## config.mk

```make
export PLATFORM = sky130hd
export DESIGN_NAME = edge_side_mean_pipe
export DESIGN_NICKNAME = d
export VERILOG_FILES = /design/src/rtl/edge_side_mean_pipe.sv
export SDC_FILE = /design/constraint.sdc
export NUM_CORES = 1
export LEC_CHECK = 0
export BUFFER_PORTS_ARGS = -buffer_cell sky130_fd_sc_hd__buf_2
export CORE_AREA = 2 2 169 171
export CTS_CLUSTER_SIZE = 28
export DETAILED_ROUTE_END_ITERATION = 6
export DIE_AREA = 0 0 171 173
export PLACE_DENSITY = 0.5
export SLEW_MARGIN = 20
export SYNTH_ARGS = -nofsm -noshare
export SYNTH_HDL_FRONTEND = slang
export SYNTH_SLANG_ARGS = --single-unit
```

## constraint.sdc

```tcl
create_clock -name clk -period 4.4 [get_ports clk]
set_clock_uncertainty 0.2 [all_clocks]
set_input_delay 0.22 -clock clk [delete_from_list [all_inputs] [get_ports clk]]
set_output_delay 0.22 -clock clk [all_outputs]
set_load 0.05 [all_outputs]
```

## src/rtl/edge_side_mean_pipe.sv

```systemverilog
// -----------------------------------------------------------------------------
// edge_side_mean_pipe
//
// Purpose: computes the two side intensities around an edge from one 7x7 window
// per beat. A is the mean of three pixels on the far side of the edge and B is
// the mean of three pixels on the near side. The block also outputs |A-B| and
// carries the gradient-direction code of each beat along with its data. This
// stage sits between the gradient/direction classifier and the subpixel
// position solver.
//
// Pipeline: three stages (S1 select + pair sums, S2 first halving + third
// pixel, S3 second halving + contrast). All stages advance together whenever
// the output register is empty or is being drained.
//
// Ports:
//   clk        in   clock, rising edge
//   rst        in   synchronous active-high reset
//   in_valid   in   window/dir beat valid
//   in_ready   out  beat accepted this cycle (~out_valid | out_ready)
//   win        in   7x7 window, row-major; pRC at [((R-1)*7+(C-1))*PIX_W +: PIX_W]
//   dir        in   one-hot direction: 0001=(135,180) 0010=(0,45)
//                   0100=(90,135) 1000=(45,90)
//   out_valid  out  result valid
//   out_ready  in   downstream accepts result
//   A          out  far-side mean, zero-extended to OUT_W
//   B          out  near-side mean, zero-extended to OUT_W
//   CONTRAST   out  |A-B|, zero-extended to OUT_W
//   dir_out    out  direction mapping actually used for this result
//   dir_err    out  input dir was not one-hot; the 0010 mapping was used
//
// Build option: define ESM_ROUND_EN to make both halvings round half-up.
// Without it both halvings truncate, matching the legacy A/B stage bit for bit.
// -----------------------------------------------------------------------------
module edge_side_mean_pipe #(
  parameter int PIX_W = 8,
  parameter int OUT_W = PIX_W + 2
) (
  input  logic                 clk,
  input  logic                 rst,
  input  logic                 in_valid,
  output logic                 in_ready,
  input  logic [49*PIX_W-1:0]  win,
  input  logic [3:0]           dir,
  output logic                 out_valid,
  input  logic                 out_ready,
  output logic [OUT_W-1:0]     A,
  output logic [OUT_W-1:0]     B,
  output logic [OUT_W-1:0]     CONTRAST,
  output logic [3:0]           dir_out,
  output logic                 dir_err
);

  // Sum of two pixels needs one extra bit.
  localparam int SW = PIX_W + 1;
  // Mapping used for illegal codes; also the value dir_out shows after reset.
  localparam logic [3:0] DIR_DEFAULT = 4'b0010;

  // Pixel pRC of the window, R and C counted from 1.
  function automatic logic [PIX_W-1:0] pix(input logic [49*PIX_W-1:0] w,
                                           input int r, input int c);
    return w[((r-1)*7 + (c-1))*PIX_W +: PIX_W];
  endfunction

  // ---------------------------------------------------------------------------
  // Global advance: all stages move together or all hold.
  // ---------------------------------------------------------------------------
  logic w_adv;

  // ---------------------------------------------------------------------------
  // S1 input side: pixel selection by direction
  // ---------------------------------------------------------------------------
  logic [PIX_W-1:0] w_b1, w_b2, w_b3;
  logic [PIX_W-1:0] w_a1, w_a2, w_a3;
  logic [3:0]       w_dir_eff;
  logic             w_dir_err;
  logic [SW-1:0]    w_sb, w_sa;

  always_comb begin
    // NOTE: every output of this block gets a value before the case, so no
    // path leaves a signal unassigned and no latch is inferred.
    // Start from the 0010 mapping; it doubles as the fallback for bad codes.
    w_b1      = pix(win, 1, 4);
    w_b2      = pix(win, 2, 3);
    w_b3      = pix(win, 1, 3);
    w_a1      = pix(win, 6, 5);
    w_a2      = pix(win, 7, 4);
    w_a3      = pix(win, 7, 5);
    w_dir_eff = DIR_DEFAULT;
    w_dir_err = 1'b0;
    case (dir)
      4'b0001: begin
        w_b1 = pix(win, 1, 4); w_b2 = pix(win, 2, 5); w_b3 = pix(win, 1, 5);
        w_a1 = pix(win, 6, 3); w_a2 = pix(win, 7, 4); w_a3 = pix(win, 7, 3);
        w_dir_eff = dir;
      end
      4'b0010: begin
        w_dir_eff = dir;
      end
      4'b0100: begin
        w_b1 = pix(win, 4, 1); w_b2 = pix(win, 3, 2); w_b3 = pix(win, 3, 1);
        w_a1 = pix(win, 5, 6); w_a2 = pix(win, 4, 7); w_a3 = pix(win, 5, 7);
        w_dir_eff = dir;
      end
      4'b1000: begin
        w_b1 = pix(win, 3, 6); w_b2 = pix(win, 4, 7); w_b3 = pix(win, 3, 7);
        w_a1 = pix(win, 5, 2); w_a2 = pix(win, 4, 1); w_a3 = pix(win, 5, 1);
        w_dir_eff = dir;
      end
      default: begin
        // Zero or several bits set: keep the 0010 mapping and flag it.
        w_dir_err = 1'b1;
      end
    endcase
  end

  assign w_sb = {1'b0, w_b1} + {1'b0, w_b2};
  assign w_sa = {1'b0, w_a1} + {1'b0, w_a2};

  // ---------------------------------------------------------------------------
  // Pipeline registers
  // ---------------------------------------------------------------------------
  logic             r1_v, r2_v, r3_v;
  logic [SW-1:0]    r1_sb, r1_sa;
  logic [PIX_W-1:0] r1_b3, r1_a3;
  logic [3:0]       r1_dir, r2_dir, r3_dir;
  logic             r1_err, r2_err, r3_err;
  logic [SW-1:0]    r2_tb, r2_ta;
  logic [PIX_W-1:0] r3_b, r3_a, r3_con;

  // ---------------------------------------------------------------------------
  // S2: first halving of the pair sum, then add the third pixel.
  // (sum>>1) + p3 is at most 2*(2^PIX_W-1), so SW bits never overflow.
  // ---------------------------------------------------------------------------
  logic [SW-1:0] w_sb_half, w_sa_half, w_tb, w_ta;

`ifdef ESM_ROUND_EN
  // Round half-up: add one before the shift, one bit wider so the +1 cannot wrap.
  assign w_sb_half = SW'(({1'b0, r1_sb} + (SW+1)'(1)) >> 1);
  assign w_sa_half = SW'(({1'b0, r1_sa} + (SW+1)'(1)) >> 1);
`else
  assign w_sb_half = r1_sb >> 1;
  assign w_sa_half = r1_sa >> 1;
`endif

  assign w_tb = w_sb_half + {1'b0, r1_b3};
  assign w_ta = w_sa_half + {1'b0, r1_a3};

  // ---------------------------------------------------------------------------
  // S3: second halving gives the mean; it always fits back into PIX_W bits.
  // ---------------------------------------------------------------------------
  logic [PIX_W-1:0] w_b_mean, w_a_mean, w_con;

`ifdef ESM_ROUND_EN
  assign w_b_mean = PIX_W'(({1'b0, r2_tb} + (SW+1)'(1)) >> 1);
  assign w_a_mean = PIX_W'(({1'b0, r2_ta} + (SW+1)'(1)) >> 1);
`else
  assign w_b_mean = PIX_W'(r2_tb >> 1);
  assign w_a_mean = PIX_W'(r2_ta >> 1);
`endif

  assign w_con = (w_a_mean >= w_b_mean) ? (w_a_mean - w_b_mean)
                                        : (w_b_mean - w_a_mean);

  // ---------------------------------------------------------------------------
  // Handshake
  // ---------------------------------------------------------------------------
  assign w_adv    = ~r3_v | out_ready;
  assign in_ready = w_adv;

  always_ff @(posedge clk) begin
    // NOTE: all state updates use non-blocking assignment so each stage reads
    // the previous stage's value from before this edge, not the new one.
    if (rst) begin
      // NOTE: data registers are cleared too, not just the valids, so the
      // outputs show defined values (A=B=CONTRAST=0) straight after reset.
      r1_v   <= 1'b0;
      r2_v   <= 1'b0;
      r3_v   <= 1'b0;
      r1_sb  <= '0;
      r1_sa  <= '0;
      r1_b3  <= '0;
      r1_a3  <= '0;
      r1_dir <= '0;
      r1_err <= 1'b0;
      r2_tb  <= '0;
      r2_ta  <= '0;
      r2_dir <= '0;
      r2_err <= 1'b0;
      r3_b   <= '0;
      r3_a   <= '0;
      r3_con <= '0;
      r3_dir <= DIR_DEFAULT;
      r3_err <= 1'b0;
    end else if (w_adv) begin
      // S1
      r1_v   <= in_valid;
      r1_sb  <= w_sb;
      r1_sa  <= w_sa;
      r1_b3  <= w_b3;
      r1_a3  <= w_a3;
      r1_dir <= w_dir_eff;
      r1_err <= w_dir_err;
      // S2
      r2_v   <= r1_v;
      r2_tb  <= w_tb;
      r2_ta  <= w_ta;
      r2_dir <= r1_dir;
      r2_err <= r1_err;
      // S3
      r3_v   <= r2_v;
      r3_b   <= w_b_mean;
      r3_a   <= w_a_mean;
      r3_con <= w_con;
      r3_dir <= r2_dir;
      r3_err <= r2_err;
    end
  end

  // ---------------------------------------------------------------------------
  // Outputs
  // ---------------------------------------------------------------------------
  assign out_valid = r3_v;
  assign A         = OUT_W'(r3_a);
  assign B         = OUT_W'(r3_b);
  assign CONTRAST  = OUT_W'(r3_con);
  assign dir_out   = r3_dir;
  assign dir_err   = r3_err;

endmodule

```

==> results of run 1 <==
## sequential cells by signal, summed over array words and instances (netlist names), 8 cells and up
name / count
r1_sa: 8
r3_b: 8
r1_a3: 8
r3_a: 8
r1_sb: 8
r2_ta: 8
r2_tb: 8
r1_b3: 8
r3_con: 8
## path summary, 6_finish.rpt
kind	start	to	slack (ns)
worst max register to register	r2_tb[3]	r3_con[1]	1.45
worst max-delay path	dir[2]	r1_sa[8]	1.10
worst min register to register	r3_b[7]	r3_b[7]	0.25
worst min-delay path	dir[3]	r1_dir[3]	0.11
## tightest hold or removal path, stage by stage
cell	delay [ns]
buf_2	0.23
a22oi_1	0.10
nor2_1	0.08
## through the flow
step | instances | hold WS, ns | utilization [%] | setup slack [ns] | total power [W]
3_5_place_dp | 1324 | 0.242 | 26.1 | 0.731 | 0.00228
6_report | 1378 | 0.110 | 28.4 | 1.10 | 0.00309
5_1_grt | 1373 | 0.142 | 28.3 | 0.821 | 0.00331
3_3_place_gp | 1324 | 0.241 | 26.1 | 0.734 | 0.00228
2_1_floorplan | 793 | 0.160 | - | 1.30 | 0.00192
4_1_cts | 1373 | 0.0974 | 28.3 | 1.10 | 0.00313
## cell families after synthesis
family / after synthesis
flip-flops: 90
XOR/XNOR: 16
other: 1
AO/OA/AOI/OAI: 250
multiplexers: 1
buffers and inverters: 98
AND/OR/NAND/NOR: 283
adder cells (fa/ha/maj): 49
## metal layers
layer | global-route usage (%) | up-vias | part of all wire, %
met5 | 0 | - | 0.21
met4 | 3.25 | 8 | 1.4
met3 | 3.57 | 24 | 8.7
met2 | 23.2 | 243 | 43
met1 | 21.3 | 2865 | 47
li1 | - | 3185 | -
## power groups by stage
stage,registers [W],logic [W],clock network (W)
floorplan,0.00118,0.000740,0
finish,0.00103,0.00126,0.000798
CTS,0.00104,0.00126,0.000827
global placement,0.00105,0.00122,0
detailed placement,0.00105,0.00123,0
global route,0.00105,0.00140,0.000855
## layout make-up
| type | count | area [sq um] | area share [%] |
|---|---|---|---|
| diodes | 5 | 12.5 | 0.160 |
| multi-input cells | 605 | 3690 | 47.1 |
| repair buffers | 243 | 1410 | 18.0 |
| inverters | 41 | 154 | 1.96 |
| clock inverters | 7 | 71.3 | 0.910 |
| well taps | 378 | 473 | 6.03 |
| clock buffers | 9 | 225 | 2.87 |
| flip-flops and latches | 90 | 1800 | 23.0 |
## cells in the final DEF (no fill, tap or decap), types with 5 or more instances in the layout
| cell type | instances |
|---|---|
| nor2_1 | 31 |
| nor2b_1 | 9 |
| o21ai_1 | 8 |
| a31oi_1 | 16 |
| o21ai_0 | 37 |
| a21oi_1 | 92 |
| buf_2 | 198 |
| o21bai_1 | 5 |
| fa_1 | 6 |
| buf_4 | 12 |
| nand3_1 | 11 |
| ha_1 | 43 |
| nand2_1 | 191 |
| a211oi_1 | 8 |
| inv_1 | 40 |
| nor3_1 | 11 |
| xnor2_1 | 12 |
| a22oi_1 | 34 |
| nand2b_1 | 6 |
| a222oi_1 | 16 |
| a21o_1 | 7 |
| conb_1 | 6 |
| dlygate4sd3_1 | 33 |
| dfxtp_1 | 90 |
| diode_2 | 5 |
| clkbuf_16 | 9 |
==> summary.txt, run 1 <==
outcome -> finished clean
Post-synth EDFFs -> 0
DR vias/cell -> 4.59
Slew @ Worst Pin -> 0.774 ns
Setup Viol. Count Final -> 0
Worst Hold Depth -> 3
Logic pwr share -> 40.7%
R2R cell count -> 9
WP data arrival -> 3.33 ns
ys async rst share -> 0%
fmax -> 0.303 GHz
Critical Path Fanout Max -> 21
fraction of layout cells with a size suffix above 1 -> 24.2%
# clock sinks -> 90
max incr delay on CP -> 0.70 ns
final wirelength -> 22300 um
top_reg_cell synth -> dfxtp_1
Syn Area/Cell -> 7.42 sq um
Worst Setup Start Kind -> input pin
TritonCTS Buffers -> 9
antenna violations before repair -> 12
CTS Root Cell -> clkbuf_16
critical path depth -> 14
P_int -> 0.00183 W
worst vdd ir -> 0.183 mV
leakage -> 3.56 nW
Starting Density -> 21.2%
dpl cell area -> 7200 sq um
grt ovf -> 0
fin crit share -> 75.0%
top cells by area, synth -> dfxtp_1 (31%), nand2_1 (12%), ha_1 (9.2%)
cell family with the largest share of critical-path delay -> compound AO/OA/AOI/OAI gates
Clk pwr share -> 25.8%
htree depth -> 3
I/O pins -> 437
Fin. Hold Viols -> 0
fill count -> 3127
largest family of logic cells by synthesized area -> compound AO/OA/AOI/OAI gates
commonest cells in the netlist -> nand2_1 (191), a21oi_1 (92), dfxtp_1 (90), clkbuf_1 (45), ha_1 (43)
final instance area -> 7840 sq um
Power Density -> 394 nW/um^2
cells along the critical path -> buf_2, nor2b_1, o311ai_4, buf_4, nand2_1, nand2_1, ha_1, a21o_1, a21oi_1, o21bai_1, a21oi_1, o21bai_1, a211oi_1, nor3_1
simple-gate share of the synthesized area -> 21.3%
Routed WL per cell -> 16.2 um
critical path class -> in2reg
CTS Buffer Depth -> 2
Layout area overhead -> 34.1%
max_cap viols -> 0
Die ar. -> 29600 sq um
NetSw -> 0.00126 W
largest net degree at the start of global routing -> 72
Synth cell types -> 54
mux contribution to synthesized area -> 0.193%
CP required -> 4.43 ns
Setup Total Neg Slack -> 0 ns
Slew Viols, Final -> 0
die height -> 173 um
# DRC -> 0
top cell type's share of synthesized area -> 30.8%
Worst Setup End Kind -> register
crit path buf inv count -> 2
post-route antenna net violation count -> 0
gpl congestion -> 0.848
Post-CTS Setup Inserts -> 0
routed via count -> 6325
first-pass GRT wire length -> 34400 um
RSZ-0062 raised after global routing -> false
Final min period -> 3.30 ns
router iterations before antenna repair -> 6
sequential element share of the synthesized area -> 30.8%
Gate Count Post-Synth -> 788
yosys warns -> 0
XOR/XNOR share of the synthesized area -> 2.40%
Post-layout nets -> 1439
share of power burned in registers -> 33.5%
Slowest-stage cell, CP -> o311ai_4
number of global-route vias before repair -> 6089
clock-pin slew on the worst setup and hold paths -> 0.08 ns
top cell type by total area after synthesis -> dfxtp_1
die width -> 171 um
worst skew pair latency -> 0.36 ns
Sw Share -> 40.6%
DP Wirelength -> 17200 um
I/O Buffers -> 198
Placement Rows -> 61
max_slew headroom -> 48.4%
Post-Synth Adder-Cell Area -> 11.3%
hold-fix buffer count after cts -> 33
most instantiated library cell after synthesis -> nand2_1
number of synthesized register bits -> 90
GRT Total Usage -> 15.1%
Resized Gates After CTS -> 0
Core ar. -> 27600 sq um
Synth Area in Compound Gates -> 27.2%
min-delay worst type -> in2reg
Iteration-0 DRC Markers -> 384
CTS tree -> built
Netlist Area Pre-Place -> 5850 sq um
Power figures use the tool's default switching activity.
==> inputs of run 2 (changes only) <==
==> constraint.sdc (replaced) <==
create_clock -name clk -period 3.2 [get_ports clk]
set_clock_uncertainty 0.2 [all_clocks]
set_input_delay 0.16 -clock clk [delete_from_list [all_inputs] [get_ports clk]]
set_output_delay 0.16 -clock clk [all_outputs]
set_load 0.05 [all_outputs]
==> run 2 against run 1 <==
  * Critical path depth decreased by 1
  * Final area rose by 3.4%
  * Clock-buffer cell count increased by 2
  * Largest power group unchanged
  * Via count up 1.2%
  * Clock power rose by 49%
  * Global-route usage hardly changed
  * Combinational power is 44% higher
==> summary.txt, run 2 (synthesis gave the netlist of run 1 again) <==
DP Wirelength -> 17500 um (+1.8%)
antenna violations before repair -> 12 (unchanged)
Routed WL per cell -> 15.9 um (-1.7%)
Placement Rows -> 61 (unchanged)
dpl cell area -> 7430 sq um (+3.2%)
CTS Buffer Depth -> 2 (unchanged)
Final min period -> 2.89 ns
fraction of layout cells with a size suffix above 1 -> 26.1% (+1.8 points)
Worst Setup End Kind -> register
crit path buf inv count -> 1 (-1)
Starting Density -> 21.2% (unchanged)
Power Density -> 544 nW/um^2 (+38%)
clock-pin slew on the worst setup and hold paths -> 0.07 ns (about the same)
number of global-route vias before repair -> 6097 (+0.13%)
CTS Root Cell -> clkbuf_16
die height -> 173 um (unchanged)
Slew Viols, Final -> 0 (unchanged)
I/O Buffers -> 198 (unchanged)
DR vias/cell -> 4.57 (-0.53%)
area of the multi-input gates -> 3700 sq um (+0.24%)
commonest non-fill, non-tap cell in the layout -> buf_2
TritonCTS Buffers -> 9 (unchanged)
gpl congestion -> 0.871 (+2.7%)
Core ar. -> 27600 sq um (unchanged)
post-route antenna net violation count -> 0 (unchanged)
die width -> 171 um (unchanged)
max_cap viols -> 0 (unchanged)
Worst Setup Start Kind -> input pin
grt ovf -> 0 (unchanged)
I/O pins -> 437 (unchanged)
GRT met1 Usage -> 21.7% (+0.39 points)
global routing's busiest layer -> met2
final wirelength -> 22300 um (about the same)
final hold slack -> 0.0906 ns (-0.0191 ns)
fmax -> 0.346 GHz
Storage cell area -> 1800 sq um (unchanged)
first-pass GRT wire length -> 34600 um (+0.64%)
max incr delay on CP -> 0.40 ns (-0.30 ns)
fin crit share -> 90.3%
Post-CTS Setup Inserts -> 0 (unchanged)
min-delay worst type -> in2reg
Iteration-0 DRC Markers -> 387 (+0.78%)
routed via count -> 6401 (+1.2%)
fill count -> 3087 (-1.3%)
Layout area overhead -> 38.7%
leakage -> 3.72 nW (+4.6%)
RSZ-0062 raised after global routing -> false
CP required -> 3.21 ns (-1.22 ns)
router iterations before antenna repair -> 5 (-1)
cells along the critical path -> buf_2, nor2b_1, o311ai_4, a222oi_1, nor2_1, fa_1, a21o_1, a21oi_1, o21bai_1, a21oi_1, o21bai_1, a211oi_1, nor3_1
final instance area -> 8110 sq um (+3.4%)
cell family with the largest share of critical-path delay -> compound AO/OA/AOI/OAI gates
# DRC -> 0 (unchanged)
Setup Total Neg Slack -> 0 ns (unchanged)
Fin. Hold Viols -> 0 (unchanged)
outcome -> finished clean
Setup Viol. Count Final -> 0 (unchanged)
Die ar. -> 29600 sq um (unchanged)
Critical Path Fanout Max -> 11 (-48%)
max_slew headroom -> 52.5% (+4.1 points)
largest net degree at the start of global routing -> 92 (+28%)
htree depth -> 3 (unchanged)
critical path class -> in2reg
worst skew pair latency -> 0.35 ns (about the same)
most frequent cells in the layout -> buf_2 (198), nand2_1 (191), a21oi_1 (92)
met3 usage -> 3.66% (+0.092 points)
CTS tree -> built
# clock sinks -> 90 (unchanged)
GRT Total Usage -> 15.1% (+0.039 points)
worst vdd ir -> 0.270 mV (+47%)
WP data arrival -> 2.90 ns (-0.43 ns)
met2 Use GR -> 22.7% (-0.45 points)
Slowest-stage cell, CP -> fa_1
Slew @ Worst Pin -> 0.712 ns (-0.0618 ns)
Post-layout nets -> 1465 (+1.8%)
## run 2: per-layer routing
metal,vias to the layer above,routed length [um]
met5,-,59
met2,236,9480
met4,10,268
met3,31,1820
met1,2892,10600
li1,3232,-
## run 2: tightest hold or removal path: stages
cell and delay [ns]:
buf_2 0.09, inv_1 0.16, o2111a_1 0.18
## run 2: metrics by stage
| stage | setup slack, ns | instances | utilization, % | total power, W |
|---|---|---|---|---|
| 3_5_place_dp | -0.155 | 1350 | 26.9 | 0.00321 |
| 5_1_grt | 0.0383 | 1399 | 29.3 | 0.00472 |
| 3_3_place_gp | -0.135 | 1350 | 26.9 | 0.00319 |
| 4_1_cts | 0.220 | 1399 | 29.3 | 0.00447 |
| 6_report | 0.310 | 1402 | 29.4 | 0.00441 |
| 2_1_floorplan | 0.155 | 793 | - | 0.00264 |
## run 2: cell type report
cell class	instances	share of cell area, %
flip-flops and latches	90	22.2
diodes	3	0.0926
clock inverters	5	1.06
inverters	41	1.90
clock buffers	11	2.99
multi-input cells	605	45.6
well taps	378	5.83
repair buffers	269	20.3
## run 2: power breakdown
group | total, W | leakage (nW) | switching [W] | internal [W]
registers | 0.00140 | 0.743 | 0.000117 | 0.00129
clock network | 0.00119 | 0.160 | 0.000476 | 0.000712
logic | 0.00182 | 2.82 | 0.00108 | 0.000735
## run 2: repair_timing
action | 4_1_cts | 5_1_grt
gates resized for setup | 0 | 1
endpoints found under the setup margin | 0 | 1
endpoints found under the hold margin | 17 | 0
hold buffers | 33 | 0
## run 2: worst paths after layout
| path | from | endpoint | slack (ns) | cells past startpoint |
|---|---|---|---|---|
| worst max-delay path | dir[2] | r1_sb[8] | 0.31 | 13 |
| worst min-delay path | rst | r3_con[2] | 0.09 | 3 |
| worst max register to register | r2_tb[3] | r3_con[1] | 0.36 | 9 |
| worst min register to register | r3_b[2] | r3_b[2] | 0.25 | 2 |
==> inputs of run 3 (changes only) <==
==> config.mk (replaced) <==
export PLATFORM = sky130hd
export DESIGN_NAME = edge_side_mean_pipe
export DESIGN_NICKNAME = d
export VERILOG_FILES = /design/src/rtl/edge_side_mean_pipe.sv
export SDC_FILE = /design/constraint.sdc
export NUM_CORES = 1
export LEC_CHECK = 0
export CORE_AREA = 2 2 171 173
export CTS_CLUSTER_SIZE = 8
export DETAILED_ROUTE_END_ITERATION = 6
export DIE_AREA = 0 0 173 175
export DONT_BUFFER_PORTS = 1
export PLACE_DENSITY = 0.36
export SLEW_MARGIN = 20
export SYNTH_ARGS = -nofsm -noshare
export SYNTH_HDL_FRONTEND = slang
export SYNTH_SLANG_ARGS = --single-unit
==> run 3 against run 2 <==
  * The flow now finishes with violations (design-rule violations)
  * Utilization decreased by 4.4 points
  * Sequential power increased by 18%
  * Worst hold slack got worse by 0.055 ns
  * First-iteration DRC count increased by 3.9%
  * Register-to-register slack about the same
  * Clock-buffer cell count decreased by 1
  * Total power decreased by 5.0%
  * Combinational power decreased by 20%
  * Clock power decreased by 8%
  * Critical path depth decreased by 7
  * Final area decreased by 13%
  * Critical endpoint is now r1_b3[1]
==> summary.txt, run 3 (synthesis gave the netlist of run 1 again) <==
outcome -> finished with violations
violated checks -> design-rule violations
die height -> 175 um (+1.2%)
R2R cell count -> 6 (-3)
critical path class -> reg2reg
I/O pins -> 437 (unchanged)
WP data arrival -> 2.86 ns (-0.04 ns)
Logic pwr share -> 34.5% (-6.7 points)
# clock sinks -> 90 (unchanged)
Placement Rows -> 62 (+1.6%)
Endpoint, Worst Hold -> r1_dir[0]
DR vias/cell -> 4.70 (+2.9%)
min-delay worst type -> in2reg
Routed WL per cell -> 18.3 um (+15%)
TritonCTS Buffers -> 9 (unchanged)
P_int -> 0.00254 W (-7.2%)
die width -> 173 um (+1.2%)
Clk pwr share -> 26.2% (-0.7 points)
Slew @ Worst Pin -> 0.750 ns (+0.0382 ns)
fraction of layout cells with a size suffix above 1 -> 7.65% (-18 points)
router iterations before antenna repair -> 7 (+2)
leakage -> 2.87 nW (-23%)
FF-to-FF setup slack -> 0.37 ns (about the same)
CTS Buffer Depth -> 2 (unchanged)
hold path startpoint -> dir[3]
Worst Setup End Kind -> register
post-route antenna net violation count -> 0 (unchanged)
RR Endpoint -> r1_b3[1]
Die ar. -> 30300 sq um (+2.3%)
area of the multi-input gates -> 3690 sq um (-0.24%)
worst r2r src -> out_valid
worst skew pair latency -> 0.35 ns (about the same)
Layout area overhead -> 21.3%
share of power burned in registers -> 39.3% (+7.5 points)
final wirelength -> 22200 um (-0.42%)
clock-pin slew on the worst setup and hold paths -> 0.07 ns (about the same)
GRT Total Usage -> 14.4% (-0.67 points)
Post-Layout Cell Count -> 1209 (-14%)
CP required -> 3.24 ns (+0.03 ns)
DP Wirelength -> 16900 um (-3.3%)
CTS Root Cell -> clkbuf_16
Iteration-0 DRC Markers -> 402 (+3.9%)
Final min period -> 2.83 ns (-0.0639 ns)
Storage cell area -> 1800 sq um (unchanged)
Worst Setup Start Kind -> register
Setup Viol. Count Final -> 0 (unchanged)
htree depth -> 3 (unchanged)
grt ovf -> 0 (unchanged)
Worst Hold Depth -> 4 (+1)
Setup Total Neg Slack -> 0 ns (unchanged)
final hold slack -> 0.0354 ns (-0.0552 ns)
Core ar. -> 28400 sq um (+2.8%)
most frequent cells in the layout -> nand2_1 (191), a21oi_1 (92), dfxtp_1 (90)
CTS tree -> built
fmax -> 0.354 GHz (+2.3%)
commonest non-fill, non-tap cell in the layout -> nand2_1
# DRC -> 6 (+6)
max_cap viols -> 0 (unchanged)
I/O Buffers -> 0 (-100%)
fill count -> 3177 (+2.9%)
Power Density -> 591 nW/um^2 (+8.7%)
Critical Path Fanout Max -> 35 (+24)
placed cells -> 1152 (-15%)
NetSw -> 0.00165 W (-1.3%)
antenna violations before repair -> 5 (-7)
Post-layout nets -> 1267 (-14%)
Fin. Hold Viols -> 0 (unchanged)
Starting Density -> 20.6% (-0.57 points)
worst vdd ir -> 0.275 mV (+1.7%)
RSZ-0062 raised after global routing -> false
routed via count -> 5682 (-11%)
fin crit share -> 88.3% (-2.0 points)
largest net degree at the start of global routing -> 92 (unchanged)
number of global-route vias before repair -> 5715 (-6.3%)
Slew Viols, Final -> 0 (unchanged)
Sw Share -> 39.5% (+1.5 points)
max_slew headroom -> 49.9% (-2.7 points)
gpl congestion -> 0.805 (-7.6%)
first-pass GRT wire length -> 33700 um (-2.8%)
-- run 3: changes by cell type in the layout (fill, tap and decap cells not counted), moves of 2 or more --
| cell | previous run | this run |
|---|---|---|
| dlygate4sd3_1 | 33 | 38 |
| clkinv_4 | 2 | 0 |
| clkinvlp_4 | 0 | 3 |
| buf_4 | 35 | 31 |
| buf_2 | 198 | 0 |
| buf_12 | 3 | 1 |
| clkinv_2 | 0 | 2 |
-- run 3: worst max-delay path, stage by stage, from the launching register on --
cell	delay [ns]
dfxtp_1	0.65
nor2b_4	0.29
clkinv_2	0.27
buf_4	0.39
o21ai_0	0.28
a31oi_1	0.06
dlygate4sd3_1	0.55
-- run 3: area by class of cell --
| type | count | share of cell area (%) |
|---|---|---|
| Multi-Input combinational cell | 605 | 52.1 |
| Tap cell | 384 | 6.78 |
| Inverter | 41 | 2.19 |
| Clock buffer | 10 | 3.23 |
| Clock inverter | 6 | 0.935 |
| Timing Repair Buffer | 71 | 9.32 |
| Sequential cell | 90 | 25.4 |
| Antenna cell | 2 | 0.0706 |
-- run 3: per-stage QoR --
stage / cell area (sq um) / setup slack (ns) / power, W / util [%]
6_report: 7090 / 0.374 / 0.00419 / 25.0
5_1_grt: 7090 / 0.212 / 0.00451 / 25.0
4_1_cts: 7090 / 0.349 / 0.00427 / 25.0
3_5_place_dp: 6380 / 0.0891 / 0.00307 / 22.5
3_3_place_gp: 6380 / 0.0952 / 0.00307 / 22.5
2_1_floorplan: 5870 / 0.155 / 0.00264 / -
-- run 3: how the worst max path moves through the flow --
stage          cells after the start  slack (ns)         to      start
5_1_grt                           10        0.21  r3_con[7]   r2_ta[1]
2_1_floorplan                     14        0.16   r1_sa[8]     dir[1]
3_3_place_gp                      12         0.1   r1_sb[8]     dir[2]
4_1_cts                            6        0.35   r1_b3[1]  out_valid
6_report                           6        0.37   r1_b3[1]  out_valid
3_5_place_dp                      11        0.09   r1_sb[8]     dir[1]
-- run 3: layer usage --
layer	track usage [%]	vias to the layer above	routed length, um
li1	-	2831	-
met1	19.1	2624	10400
met2	24.0	210	10000
met3	3.74	17	1450
met4	2.44	0	289
met5	0	-	0
-- run 3: power groups by stage --
stage / clock, W / combinational (W) / sequential [W]
4_1_cts: 0.00116 / 0.00146 / 0.00166
6_report: 0.00110 / 0.00145 / 0.00165
3_3_place_gp: 0 / 0.00139 / 0.00168
5_1_grt: 0.00120 / 0.00163 / 0.00168
3_5_place_dp: 0 / 0.00138 / 0.00168
2_1_floorplan: 0 / 0.00102 / 0.00162
-- run 3: timing repair --
item / in CTS / in global routing
hold buffers: 39 / 0
resized for setup: 0 / 0
endpoints found under the hold margin: 80 / 0
setup endpoints to repair: 0 / 0
setup buffers: 0 / 0
